`src/rtl/wb_arb_pkg.sv`:
```
// Shared types for the Wishbone requester arbiter: FSM state encoding and
// the default requester count.
package wb_arb_pkg;

    localparam int NUM_REQ_DEF = 2;

    typedef enum logic [2:0] {
        S_IDLE,
        S_ISSUE,
        S_WAIT_START,
        S_WAIT_END,
        S_DONE
    } arb_state_e;

endpackage

```
`src/rtl/rr_priority_picker.sv`:
```
// Combinational round-robin picker: the first eligible port at or after
// last_grant+1, wrapping modulo NUM_REQ.
module rr_priority_picker
    import wb_arb_pkg::*;
#(
    parameter int NUM_REQ = NUM_REQ_DEF,
    localparam int IW = $clog2(NUM_REQ)
) (
    input  logic [NUM_REQ-1:0] eligible,
    input  logic [IW-1:0]      last_grant,
    output logic               grant_valid,
    output logic [IW-1:0]      grant_idx
);

    // Walk from the lowest priority to the highest so the last hit wins.
    always_comb begin
        grant_valid = 1'b0;
        grant_idx   = '0;
        for (int k = NUM_REQ; k >= 1; k--) begin
            if (eligible[(int'(last_grant) + k) % NUM_REQ]) begin
                grant_valid = 1'b1;
                grant_idx   = IW'((int'(last_grant) + k) % NUM_REQ);
            end
        end
    end

endmodule

```
`src/rtl/wb_requester_arbiter.sv`:
```
// Arbitrates NUM_REQ requester ports onto one bus manager, one transaction
// at a time, round-robin among ports asserting exactly one of read/write.
module wb_requester_arbiter
    import wb_arb_pkg::*;
#(
    parameter int NUM_REQ = NUM_REQ_DEF
) (
    input  logic                    CLK,
    input  logic                    nRST,
    input  logic [NUM_REQ-1:0]      REQ_READ_I,
    input  logic [NUM_REQ-1:0]      REQ_WRITE_I,
    input  logic [NUM_REQ*32-1:0]   REQ_ADR_I,
    input  logic [NUM_REQ*32-1:0]   REQ_DAT_I,
    input  logic [NUM_REQ*4-1:0]    REQ_SEL_I,
    output logic [NUM_REQ*32-1:0]   REQ_DAT_O,
    output logic [NUM_REQ-1:0]      REQ_BUSY_O,
    output logic [NUM_REQ-1:0]      REQ_DONE_O,
    output logic                    MGR_READ_O,
    output logic                    MGR_WRITE_O,
    output logic [31:0]             MGR_ADR_O,
    output logic [31:0]             MGR_DAT_O,
    output logic [3:0]              MGR_SEL_O,
    input  logic                    MGR_BUSY_I,
    input  logic [31:0]             MGR_DAT_I
);

    localparam int IW = $clog2(NUM_REQ);

    arb_state_e                 state_q, state_d;
    logic [IW-1:0]              last_q, last_d;
    logic [IW-1:0]              win_q, win_d;
    logic                       rd_q, rd_d;
    logic [31:0]                adr_q, adr_d;
    logic [31:0]                wdat_q, wdat_d;
    logic [3:0]                 sel_q, sel_d;
    logic [NUM_REQ-1:0][31:0]   rdat_q, rdat_d;
    logic                       mgr_rd_q, mgr_rd_d;
    logic                       mgr_wr_q, mgr_wr_d;

    logic [NUM_REQ-1:0]         eligible;
    logic                       grant_valid;
    logic [IW-1:0]              grant_idx;
    logic                       active;

    // A port raising both read and write is treated as not requesting.
    assign eligible = REQ_READ_I ^ REQ_WRITE_I;

    rr_priority_picker #(.NUM_REQ(NUM_REQ)) u_picker (
        .eligible    (eligible),
        .last_grant  (last_q),
        .grant_valid (grant_valid),
        .grant_idx   (grant_idx)
    );

    always_comb begin
        state_d  = state_q;
        last_d   = last_q;
        win_d    = win_q;
        rd_d     = rd_q;
        adr_d    = adr_q;
        wdat_d   = wdat_q;
        sel_d    = sel_q;
        rdat_d   = rdat_q;
        mgr_rd_d = 1'b0;
        mgr_wr_d = 1'b0;
        case (state_q)
            S_IDLE: begin
                if (grant_valid) begin
                    win_d    = grant_idx;
                    rd_d     = REQ_READ_I[grant_idx];
                    adr_d    = REQ_ADR_I[32*int'(grant_idx) +: 32];
                    wdat_d   = REQ_READ_I[grant_idx] ? 32'h0
                                                     : REQ_DAT_I[32*int'(grant_idx) +: 32];
                    sel_d    = REQ_SEL_I[4*int'(grant_idx) +: 4];
                    mgr_rd_d = REQ_READ_I[grant_idx];
                    mgr_wr_d = ~REQ_READ_I[grant_idx];
                    state_d  = S_ISSUE;
                end
            end
            S_ISSUE:      state_d = S_WAIT_START;
            S_WAIT_START: if (MGR_BUSY_I) state_d = S_WAIT_END;
            S_WAIT_END: begin
                if (!MGR_BUSY_I) begin
                    if (rd_q) rdat_d[win_q] = MGR_DAT_I;
                    state_d = S_DONE;
                end
            end
            S_DONE: begin
                last_d  = win_q;
                state_d = S_IDLE;
            end
            default:      state_d = S_IDLE;
        endcase
    end

    // last_grant resets to the top port so port 0 is searched first.
    always_ff @(posedge CLK or negedge nRST) begin
        if (!nRST) begin
            state_q  <= S_IDLE;
            last_q   <= IW'(NUM_REQ - 1);
            win_q    <= '0;
            rd_q     <= 1'b0;
            adr_q    <= '0;
            wdat_q   <= '0;
            sel_q    <= '0;
            rdat_q   <= '0;
            mgr_rd_q <= 1'b0;
            mgr_wr_q <= 1'b0;
        end else begin
            state_q  <= state_d;
            last_q   <= last_d;
            win_q    <= win_d;
            rd_q     <= rd_d;
            adr_q    <= adr_d;
            wdat_q   <= wdat_d;
            sel_q    <= sel_d;
            rdat_q   <= rdat_d;
            mgr_rd_q <= mgr_rd_d;
            mgr_wr_q <= mgr_wr_d;
        end
    end

    assign active      = (state_q != S_IDLE);
    assign MGR_READ_O  = mgr_rd_q;
    assign MGR_WRITE_O = mgr_wr_q;
    assign MGR_ADR_O   = active ? adr_q  : 32'h0;
    assign MGR_DAT_O   = active ? wdat_q : 32'h0;
    assign MGR_SEL_O   = active ? sel_q  : 4'h0;
    assign REQ_DAT_O   = rdat_q;

    always_comb begin
        REQ_BUSY_O = '0;
        REQ_DONE_O = '0;
        if (active)             REQ_BUSY_O[win_q] = 1'b1;
        if (state_q == S_DONE)  REQ_DONE_O[win_q] = 1'b1;
    end

endmodule

```
`config.mk`:
```
export PLATFORM = sky130hd
export DESIGN_NAME = wb_requester_arbiter
export DESIGN_NICKNAME = d
export VERILOG_FILES = /design/src/rtl/wb_arb_pkg.sv /design/src/rtl/rr_priority_picker.sv /design/src/rtl/wb_requester_arbiter.sv
export SDC_FILE = /design/constraint.sdc
export NUM_CORES = 1
export LEC_CHECK = 0
export CELL_PAD_IN_SITES_DETAIL_PLACEMENT = 0
export CELL_PAD_IN_SITES_GLOBAL_PLACEMENT = 2
export CORE_ASPECT_RATIO = 0.6
export CORE_MARGIN = 2
export CORE_UTILIZATION = 24
export DETAILED_ROUTE_END_ITERATION = 6
export GPL_TIMING_DRIVEN = 0
export PLACE_DENSITY = 0.84
export SKIP_CTS_REPAIR_TIMING = 1
export SYNTH_ARGS = -nofsm -noshare
export SYNTH_HDL_FRONTEND = slang
export SYNTH_SLANG_ARGS = --single-unit
```
`constraint.sdc`:
```
create_clock -name CLK -period 1.61 [get_ports CLK]
set_input_delay 0.2415 -clock CLK [delete_from_list [all_inputs] [get_ports CLK]]
set_output_delay 0.2415 -clock CLK [all_outputs]
set_load 0.005 [all_outputs]
```
==> results_dict.tcl <==
set metrics [dict create \
    syn_avg_cell_area_um2 10.8 \
    setup_violations 175 \
    wl_met3_um 2110 \
    numCtsBuffers 17 \
    pin_count 313 \
    ctsLongestPathBuffers 2 \
    port-buffer-count 312 \
    postLayoutCellArea_um2 12200 \
    worst_slack_ns -0.505 \
    hold_path_class "in -> reg" \
    clockRootBuffer "clkbuf_16" \
    hold_viol_final 0 \
    final_common_cell "clkdlybuf4s50_1" \
    drcViolationCount 0 \
    synthAdderAreaFrac_pct 0 \
    grt_max_degree 79 \
    vias 5943 \
    failed_checks "negative setup slack" \
    route.met2.wl_um 11000 \
    start_kind "flip-flop" \
    mostFrequentLayoutCells "clkdlybuf4s50_1, dfrtp_1, nand2_1" \
    wl_um 25500 \
    arrival_ns 1.87 \
    overflow 0 \
    worstPathMaxFanout 5 \
    synth-xor-area-share_pct 0.550 \
    yosys_warnings 0 \
    ys_ff_latch 140 \
    fill_cells 2515 \
    finalMaxSlewViolations 0 \
    top_layer "met4" \
    viasPerCell 4.37 \
    netlist_top_cells_area "dfrtp_1, mux2_2, nor2b_1" \
    grt_pass1_vias 5812 \
    fmax_mhz 473 \
    synth_compound_area_share_pct 10.1 \
    synth_top_cell_by_area "dfrtp_1" \
    clock-sinks 140 \
    netlist_area_um2 6370 \
    p_switching_mw 7.56 \
    synth_top_family_by_area "multiplexers" \
    status "complete, but fails checks" \
    core.rowCount 46 \
    pwr-share-seq_pct 28.2 \
    synthCells 587 \
    power.internal_mw 14.3 \
    tightest_slew_ns 0.639 \
    antenna_found_initial 0 \
    dieArea_um2 27900 \
    clk_latency_ns 0.45 \
    slew_headroom_pct 57.4 \
    core_area_um2 26200 \
    area_growth_pct 92.0 \
    synthSimpleGateAreaFrac_pct 14.5 \
    seq_area_frac_synth_pct 55.0 \
    place_area_um2 9970 \
    h-tree-depth 4 \
    cts_tree "yes" \
    dpl.hpwl_um 17400 \
    clk_pin_slew_ns 0.06 \
    fin_crit_sh_pct 131 \
    routedWlPerCell_um 18.8 \
    nNetsFinal 1160 \
    netSwitchingFraction_pct 34.6 \
    first_pass_iters 4 \
    grtUsageTotal_pct 16.9 \
    m1WireLength_um 12100 \
    die_w_um 214 \
    initial_core_util_pct 24.3 \
    die_h_um 130 \
    critPathCaptureType "output port" \
    finalCoreUtilization_pct 46.6 \
    powerDensity_nw_per_um2 1790 \
    ir_worst_vdd_v 0.000832 \
    p_leak_nw 5.46 \
    period_needed_ns 2.11 \
    synth_mux_area_share_pct 16.3 \
    drive_gt1_share_pct 40.6 \
    setup.worst_path.class "reg -> out" \
    gp_congestion 0.821 \
    synth.top_cell.area_share_pct 54.6 \
    first_iter_violations 267 \
    syn_nets 762 \
    required_ns 1.37 \
    antenna_left 0 \
    p_clk_share_pct 18.5 \
    grt_pass1_wl_um 35100 \
    cap_violations 0 \
    rsz0062_at_grt "true" \
    power_frac_comb_pct 53.2 \
    synth_cell_types 33 \
    finClkSkew_ns 0.0114 \
]
-- cell type report --
type	instances	area, um2	share of cell area, %
Antenna cell	1	2.50	0.0205
Timing Repair Buffer	379	3740	30.6
Clock inverter	12	138	1.13
Sequential cell	140	3510	28.7
Buffer	37	520	4.26
Inverter	2	7.51	0.0614
Clock buffer	20	457	3.74
Multi-Input combinational cell	408	3400	27.8
Tap cell	360	450	3.68
-- path summary, 6_finish.rpt --
check	startpoint	to	slack [ns]	cells after the start
worst min-delay path	REQ_WRITE_I[1]	MGR_READ_O$_DFF_PN0_	0.23	2
worst max register to register	state_q[0]$_DFFE_PN0P_	adr_q[7]$_DFFE_PN0P_	-0.19	9
worst max-delay path	state_q[0]$_DFFE_PN0P_	REQ_BUSY_O[1]	-0.50	8
min in group asynchronous	nRST	adr_q[3]$_DFFE_PN0P_	0.35	2
worst min register to register	wdat_q[5]$_DFFE_PN0P_	wdat_q[5]$_DFFE_PN0P_	0.47	2
max in group asynchronous	nRST	sel_q[1]$_DFFE_PN0P_	0.41	3
-- worst max-delay path: stages, from the launching register on --
cell and delay, ns:
dfrtp_2 0.44, nor3_4 0.23, buf_6 0.13, buf_6 0.12, buf_6 0.10, clkbuf_16 0.13, buf_6 0.10, nor2b_1 0.04
buf_2 0.14
-- power groups by stage --
stage / sequential (mW) / clock [mW] / combinational [mW]
after CTS: 5.94 / 4.16 / 9.07
final: 6.18 / 4.05 / 11.6
after global placement: 5.92 / 0 / 8.98
after floorplan: 5.91 / 0 / 3.64
after global routing: 6.38 / 4.29 / 12.6
after detailed placement: 5.98 / 0 / 9.02
-- sequential cells by signal, summed over array words and instances (netlist names) --
signal,cells
REQ_DAT_O,64
adr_q,32
wdat_q,32
sel_q,4
state_q,3
MGR_READ_O,1
MGR_WRITE_O,1
last_q,1
rd_q,1
win_q,1
-- per-layer routing --
layer	GRT usage, %	vias up
met5	0	-
met4	5.02	0
met3	7.51	20
met2	24.8	198
met1	22.6	2931
li1	-	2794
-- through the flow --
stage          setup TNS [ns]  instances  power [mW]  hold WS, ns  worst slack [ns]
2_1_floorplan               0        587        9.55      -0.0541             0.141
3_3_place_gp          -951.22       1259        14.9        0.458             -5.95
3_5_place_dp          -126.94       1260        15.0        0.278            -0.944
4_1_cts               -113.35       1292        19.2       -0.203             -1.30
5_1_grt                -51.22       1358        23.2        0.225            -0.565
6_report               -38.16       1359        21.9        0.229            -0.505
-- cell families after synthesis --
| kind of cell | Yosys count |
|---|---|
| buffers and inverters | 39 |
| flip-flops | 140 |
| AND/OR/NAND/NOR | 189 |
| AO/OA/AOI/OAI | 119 |
| XOR/XNOR | 4 |
| multiplexers | 96 |
-- synthesized netlist by cell type, drive strengths merged --
master,count
o211ai,1
nor2b,70
nor2,40
mux2,64
o21ai,37
xor2,2
nor3,3
clkbuf,13
nand2b,1
and3,1
o221ai,1
mux2i,32
xnor2,2
nand3b,1
dfstp,1
o21a,1
a21boi,1
buf,24
nand3,1
nand2,72
a21oi,76
inv,2
dfrtp,139
a22oi,1
a21o,1
Power figures use the tool's default switching activity.
